===== src/rtl/alu_rsp_arbiter.sv =====
// alu_rsp_arbiter
//   Merges commit responses from the PEs of one ALU block (integer unit,
//   mul/div unit) into a single commit stream toward the gather stage.
//   One requester is chosen per packet and keeps the grant until that
//   packet's eop beat is accepted. The output goes through a two-entry
//   registered skid buffer (main + skid), so there is no combinational path
//   from rsp_ready to req_ready.
//
//   Optional feature macro: ALU_RSP_ARB_RR_EN
//     defined   -> round-robin priority. The pointer moves past the granted
//                  requester on every accepted eop beat.
//     undefined -> fixed priority, lowest index wins. No pointer register.
//
//   Handshake: a beat moves across an interface in any cycle where valid and
//   ready are both high on the rising clock edge. A source that raises valid
//   holds valid and payload stable until the transfer. Ready never depends on
//   the valid of the same interface's partner downstream.
//
// Ports
//   clk, reset                  clock; asynchronous active-high reset
//   req_valid/data/sop/eop      per-requester beat (data slice i*DATA_WIDTH)
//   req_ready                   per-requester accept, at most one bit high
//   rsp_valid/data/sop/eop/sel  merged output beat; sel = source index
//   rsp_ready                   downstream accept
//   lock_state is the internal FSM state (open / locked).
module alu_rsp_arbiter #(
  parameter int NUM_REQS   = 2,
  parameter int DATA_WIDTH = 64,
  localparam int SEL_W     = (NUM_REQS > 1) ? $clog2(NUM_REQS) : 1
) (
  input  logic                           clk,
  input  logic                           reset,
  input  logic [NUM_REQS-1:0]            req_valid,
  input  logic [NUM_REQS*DATA_WIDTH-1:0] req_data,
  input  logic [NUM_REQS-1:0]            req_sop,
  input  logic [NUM_REQS-1:0]            req_eop,
  output logic [NUM_REQS-1:0]            req_ready,
  output logic                           rsp_valid,
  output logic [DATA_WIDTH-1:0]          rsp_data,
  output logic                           rsp_sop,
  output logic                           rsp_eop,
  output logic [SEL_W-1:0]               rsp_sel,
  input  logic                           rsp_ready
);

  typedef struct packed {
    logic [SEL_W-1:0]      sel;
    logic                  sop;
    logic                  eop;
    logic [DATA_WIDTH-1:0] data;
  } beat_t;

  typedef enum logic {
    ST_OPEN   = 1'b0,
    ST_LOCKED = 1'b1
  } lock_state_t;

  lock_state_t      lock_state_q, lock_state_d;
  logic [SEL_W-1:0] lock_idx_q, lock_idx_d;
  logic [SEL_W-1:0] grant;
  logic             grant_vld;
  logic             accept;
  logic             main_free;
  beat_t            in_beat;
  beat_t            main_q, skid_q;
  logic             main_valid_q;
  logic             skid_full_q;

`ifdef ALU_RSP_ARB_RR_EN
  logic [SEL_W-1:0] rr_ptr_q, rr_ptr_d;
`endif

  // Grant selection. While a packet is open the grant stays on its owner,
  // even if that owner drops valid mid-packet.
  always_comb begin
    grant     = '0;
    grant_vld = 1'b0;
    if (lock_state_q == ST_LOCKED) begin
      grant     = lock_idx_q;
      grant_vld = 1'b1;
    end else begin
`ifdef ALU_RSP_ARB_RR_EN
      // Walk backwards so the requester closest to the pointer is written last.
      for (int k = NUM_REQS - 1; k >= 0; k--) begin
        if (req_valid[(int'(rr_ptr_q) + k) % NUM_REQS]) begin
          grant     = SEL_W'((int'(rr_ptr_q) + k) % NUM_REQS);
          grant_vld = 1'b1;
        end
      end
`else
      for (int i = NUM_REQS - 1; i >= 0; i--) begin
        if (req_valid[i]) begin
          grant     = SEL_W'(i);
          grant_vld = 1'b1;
        end
      end
`endif
    end
  end

  // Ready depends only on registered state and req_valid, never on rsp_ready.
  always_comb begin
    req_ready = '0;
    for (int i = 0; i < NUM_REQS; i++) begin
      req_ready[i] = grant_vld && (grant == SEL_W'(i)) && !skid_full_q;
    end
  end

  assign accept = |(req_valid & req_ready);

  always_comb begin
    in_beat = '0;
    for (int i = 0; i < NUM_REQS; i++) begin
      if (grant == SEL_W'(i)) begin
        in_beat.data = req_data[i*DATA_WIDTH +: DATA_WIDTH];
        in_beat.sop  = req_sop[i];
        in_beat.eop  = req_eop[i];
      end
    end
    in_beat.sel = grant;
  end

  // Lock FSM next state: a non-eop beat opens the packet, an eop beat closes it.
  always_comb begin
    lock_state_d = lock_state_q;
    lock_idx_d   = lock_idx_q;
    if (accept) begin
      if (in_beat.eop) begin
        lock_state_d = ST_OPEN;
      end else begin
        lock_state_d = ST_LOCKED;
        lock_idx_d   = grant;
      end
    end
  end

`ifdef ALU_RSP_ARB_RR_EN
  always_comb begin
    rr_ptr_d = rr_ptr_q;
    if (accept && in_beat.eop) begin
      rr_ptr_d = (int'(grant) == NUM_REQS - 1) ? '0 : grant + SEL_W'(1);
    end
  end

  always_ff @(posedge clk or posedge reset) begin
    if (reset) rr_ptr_q <= '0;
    else       rr_ptr_q <= rr_ptr_d;
  end
`endif

  always_ff @(posedge clk or posedge reset) begin
    if (reset) begin
      lock_state_q <= ST_OPEN;
      lock_idx_q   <= '0;
    end else begin
      lock_state_q <= lock_state_d;
      lock_idx_q   <= lock_idx_d;
    end
  end

  // Main register is free when empty or drained this cycle. A beat accepted
  // while main is stuck lands in skid; skid_full then blocks further accepts
  // until skid has moved into main.
  assign main_free = !main_valid_q || rsp_ready;

  always_ff @(posedge clk or posedge reset) begin
    if (reset) begin
      main_q       <= '0;
      main_valid_q <= 1'b0;
      skid_q       <= '0;
      skid_full_q  <= 1'b0;
    end else if (main_free) begin
      if (skid_full_q) begin
        main_q       <= skid_q;
        main_valid_q <= 1'b1;
        skid_full_q  <= accept;
        if (accept) skid_q <= in_beat;
      end else begin
        main_valid_q <= accept;
        if (accept) main_q <= in_beat;
      end
    end else if (accept) begin
      skid_q      <= in_beat;
      skid_full_q <= 1'b1;
    end
  end

  assign rsp_valid = main_valid_q;
  assign rsp_data  = main_q.data;
  assign rsp_sop   = main_q.sop;
  assign rsp_eop   = main_q.eop;
  assign rsp_sel   = main_q.sel;

endmodule


===== config.mk =====
export PLATFORM = sky130hd
export DESIGN_NAME = alu_rsp_arbiter
export DESIGN_NICKNAME = d
export VERILOG_FILES = /design/src/rtl/alu_rsp_arbiter.sv
export SDC_FILE = /design/constraint.sdc
export NUM_CORES = 1
export LEC_CHECK = 0
export ABC_CLOCK_PERIOD_IN_PS = 10700
export BUFFER_PORTS_ARGS = -buffer_cell sky130_fd_sc_hd__clkbuf_2
export CORE_ASPECT_RATIO = 1.2
export CORE_UTILIZATION = 56
export DETAILED_ROUTE_END_ITERATION = 7
export HOLD_SLACK_MARGIN = 0.06
export PLACE_DENSITY = 0.86
export SETUP_SLACK_MARGIN = 0.3
export SKIP_CTS_REPAIR_TIMING = 1
export SLEW_MARGIN = 15
export SYNTH_ARGS = -nofsm -noshare
export SYNTH_HDL_FRONTEND = slang
export SYNTH_SLANG_ARGS = --single-unit

===== constraint.sdc =====
create_clock -name clk -period 10.7 [get_ports clk]
set_clock_uncertainty 0.15 [all_clocks]
set_input_delay 2.14 -clock clk [delete_from_list [all_inputs] [get_ports clk]]
set_output_delay 2.14 -clock clk [all_outputs]
set_load 0.005 [all_outputs]

Word-level counts from Yosys, hierarchy flattened
Index checks and enable logic that the tools add are counted.
{"block": "op_classes", "eq_ne": 1, "muxes": 16, "bitwise": 3, "reduce_logical": 12}
{"op": "2-to-1 mux 67 bit", "count": 5}
{"op": "2-to-1 mux 66 bit", "count": 1}
{"op": "2-to-1 mux 1 bit", "count": 10}
{"op": "logical AND 1 bit", "count": 4}
{"op": "AND reduction 2 bit", "count": 2}
{"op": "nonzero test 2 bit", "count": 2}
{"op": "AND 2 bit", "count": 1}
{"op": "zero test 1 bit", "count": 2}
{"op": "!= test 2 x 1 -> 1 bit, second input constant", "count": 1}
{"op": "inverter 1 bit", "count": 2}
{"op": "OR reduction 2 bit", "count": 1}
{"op": "logical OR 1 bit", "count": 1}
{"block": "totals", "reg_bits": 138, "inputBits": 137, "out_inout_bits": 70, "word_cells": 44}

Logic depth before layout (Yosys ltp)
{"block": "logic_depth", "depth_word": 11, "depth_mapped": 7, "ltp_nobuf": 4}

Least setup slack after synthesis
OpenSTA, ideal clock, no wires.
{"block": "synth_timing", "kind": "input to output", "startpoint": "input req_valid[0]", "endpoint": "output req_ready[1]", "arrival_ps": 3139, "t_required_ps": 8410, "setup_slack_ps": 5271, "path_stages": 5, "n_path_buf": 2, "path_cell_list": "nand2b_1 > o21ai_0 > clkbuf_1 > buf_1 > and2_1"}
{"block": "synth_between", "elab_chain_cells": 4, "word_cells_on_any_way": 6, "cone_classes": "mux: 4; reduce/logical: 2"}
{"item": "start: declaration", "line": "33", "rtl": "input logic [NUM_REQS-1:0] req_valid,"}
{"item": "2-to-1 mux 1 bit", "line": "92", "rtl": "if (req_valid[i]) begin"}
{"item": "2-to-1 mux 1 bit", "line": "78", "rtl": "if (lock_state_q == ST_LOCKED) begin"}
{"item": "logical AND 1 bit (*) (2 in series)", "line": "105", "rtl": "req_ready[i] = grant_vld && (grant == SEL_W'(i)) && !skid_full_q;"}
{"item": "end: declaration", "line": "37", "rtl": "output logic [NUM_REQS-1:0] req_ready,"}
Every way passes the cells marked *; elsewhere a longest branch is shown, timed or not.

Worst setup path after layout
Ends and elaborated chain as after synthesis.

==> key figures <==
Critical path
  – Worst-path cell chain: clkbuf_2 -> nand2b_1 -> o21ai_4 -> and2_1 -> clkbuf_2
  – Critical Path End Type: output port
  – Crit-path most repeated cell: clkbuf_2
  – Critical path class: in2out
  – Crit-path max FO: 4
  – Slowest CP cell: nand2b_1
  – CP required: ~8.4 ns
  – Critical Path AT: around 2.9 ns
  – Cell count of the worst reg-to-reg path: 5
  – Critical path startpoint category: primary input
  – Reg2reg start: skid_full_q
  – Setup slack, reg-to-reg: approximately 7.7 ns
  – Crit. Startpoint: req_valid[0]
  – CP max stage delay: 0.20 ns

Drt
  – Number of routed nets with antenna violations: 0
  – Drt pass-1 iters: 5
  – Wire per inst: roughly 18 um
  – Via density: between 6 and 7
  – DR vias: between 6k and 7k
  – Initial drt markers: ~490
  – Residual DRC: 0
  – Drt total wl: ~19 mm

STA
  – Worst-margin pin slew: ~1.1 ns
  – RSZ-0062 raised after global routing: false
  – Fmax: a little under 200 MHz
  – Setup TNS Final: 0 ns
  – Fin. Hold Viols: 0
  – Fin crit share: approximately half
  – Number of slew-limit violations in the final report: 0
  – Endpoints failing setup: 0
  – Slew margin rel.: about a quarter
  – Hold slack: between 0.3 and 0.4 ns
  – Post-route worst setup slack: around 5.6 ns
  – Tmin final: ~5 ns

Yosys
  – Net Count, Synth: between 800 and 900
  – Seq cells post-synth: around 140
  – Seq/Total Area, Yosys: 50.4%
  – Unique cell type count in the Yosys netlist: 28
  – Share of the synthesized area in the top cell type: around half
  – Synth Warn #: 0
  – Top post-synthesis cells by area: dfrtp_1 (50%), mux2i_1 (9.8%), o221ai_1 (8.4%), a21oi_1 (7.7%), nor2_1 (3.9%)
  – Avg Cell Area, Syn: between 9 and 10 sq um
  – Synth Cell Area: approximately 7000 sq um
  – Cells after Synth: 699
  – Synth area leader: dfrtp_1

Clock tree
  – CTS Buf Count: 17
  – CTS tree: done
  – Root Buffer: clkbuf_16
  – CTS Sinks: 138
  – CTS H-tree depth: 4
  – Clock transition at path regs: around 0.060 ns
  – Longest Clk Path Bufs: 2
  – Clock latency on the worst-skew pair: just over 0.4 ns

Cells and area
  – Max reg flops: 67
  – Register bank with the most flops: skid_q
  – Final cell utilization of the core: 73.3%
  – Nets: between 1k and 1.5k
  – Diode count: 0
  – Layout area overhead: 25.4%
  – Share of layout cells above drive strength 1: between 30% and 40%
  – Layout Cell Area excl Fill: between 8000 and 9000 sq um

Floorplanning
  – Die Height: about 120 um
  – Die area: ~13000 sq um
  – Die width: 103 um
  – Io pins: approximately 210
  – Core area: 11700 sq um
  – Initial Utilization: 58.5%
  – Std-Cell Rows: 43

Place
  – Port buffer count: between 200 and 250
  – Dpl cell area: between 7000 and 8000 sq um
  – Hpwl dp: 11.5 mm
  – Final RePlAce weighted congestion: ~0.76
  – Place WS: ~5.6 ns

Global routing
  – Vias in the first global route: approximately 6.5k
  – Overall global routing resource usage: a little under a third
  – Grt ovf: 0
  – Global-route wire length before repair: ~30 mm
  – Initial antenna violation count: 0
  – Largest net degree at the start of global routing: slightly above 80

Power and ir drop
  – Power per Cell Area: 287 nW/um^2
  – P_leak: 3.95 nW
  – Worst IR drop on VDD: between 0.15 and 0.2 mV

Min path
  – Hold Crit Start: skid_q[66]
  – HP Class: reg2reg
  – Hold path depth: 1

Run
  – Max-cap violations: 0

Run status
  – Status: finished clean
cells in the mapped netlist:
master	instances
o221ai_1	66
a2111oi_4	1
nor2_1	71
inv_2	1
nor3_1	1
o31a_1	1
clkbuf_1	47
buf_2	15
a21oi_2	1
dfrtp_1	138
or2_2	29
nand3_1	3
mux2_2	2
nand2_1	40
a21o_1	1
buf_4	1
mux2i_1	67
and3_1	38
inv_1	1
nand4_1	1
and2_1	1
o22a_1	1
a31oi_1	29
a21oi_1	105
o21ai_0	1
buf_1	3
nand2b_1	33
nor2b_1	1
routing by layer:
layer / vias to the layer above / track usage, % / share of wire [%]
met3: 45 / 7.01 / 8.2
met2: 363 / 53.0 / 51
met4: 0 / 14.4 / 2.4
li1: 2891 / - / -
met5: - / 0 / 0
met1: 3168 / 36.6 / 38
metrics by stage:
step                      total power (W)  instances
after global routing              0.00263       1040
after CTS                         0.00247       1040
after global placement            0.00175       1008
after floorplan                   0.00149        699
after detailed placement          0.00181       1008
final                             0.00247       1040
kinds of logic (layout without fill, tap and decap cells):
| logic type | after synthesis | count (layout) | share of synthesized area (%) |
|---|---|---|---|
| buffers and inverters | 68 | 252 | 4.05 |
| and+or+nand+nor | 218 | 218 | 15.8 |
| DFF | 138 | 138 | 50.4 |
| muxes | 69 | 69 | 10.1 |
| AOI/OAI and AO/OA | 206 | 206 | 19.7 |
power breakdown:
part | switching, W | internal, W | total [W]
Combinational | 0.000463 | 0.000398 | 0.000861
Clock | 0.000217 | 0.000431 | 0.000647
Sequential | 0.000185 | 0.000779 | 0.000964
Total | 0.000864 | 0.00161 | 0.00247
critical path: cells and delay by family:
family          cells  cell delay (ns)
compound gates      1             0.14
simple gates        2             0.34
buf+inv             2             0.25
path summary, 6_finish.rpt:
kind	to
max	req_ready[1]
min	skid_q[66]
max reg2reg	rsp_data[21]
min reg2reg	skid_q[66]
max in group asynchronous	skid_full_q
min in group asynchronous	skid_q[33]
layout make-up:
class | count | area [sq um]
well taps | 157 | 196
multi-input cells | 493 | 3150
fillers | 868 | 3130
clock inverters | 12 | 194
inverters | 2 | 12.5
flip-flops and latches | 138 | 3450
repair buffers | 218 | 1120
clock buffers | 20 | 467
layout by cell type, fill, tap and decap left out, types with 33 or more instances in the layout:
cell	instances
a21oi_1	105
and3_1	38
clkbuf_2	206
dfrtp_1	137
mux2i_1	67
nand2_1	40
nand2b_1	33
nor2_1	70
o221ai_1	66
No activity file was read; power rests on OpenSTA's default activity.
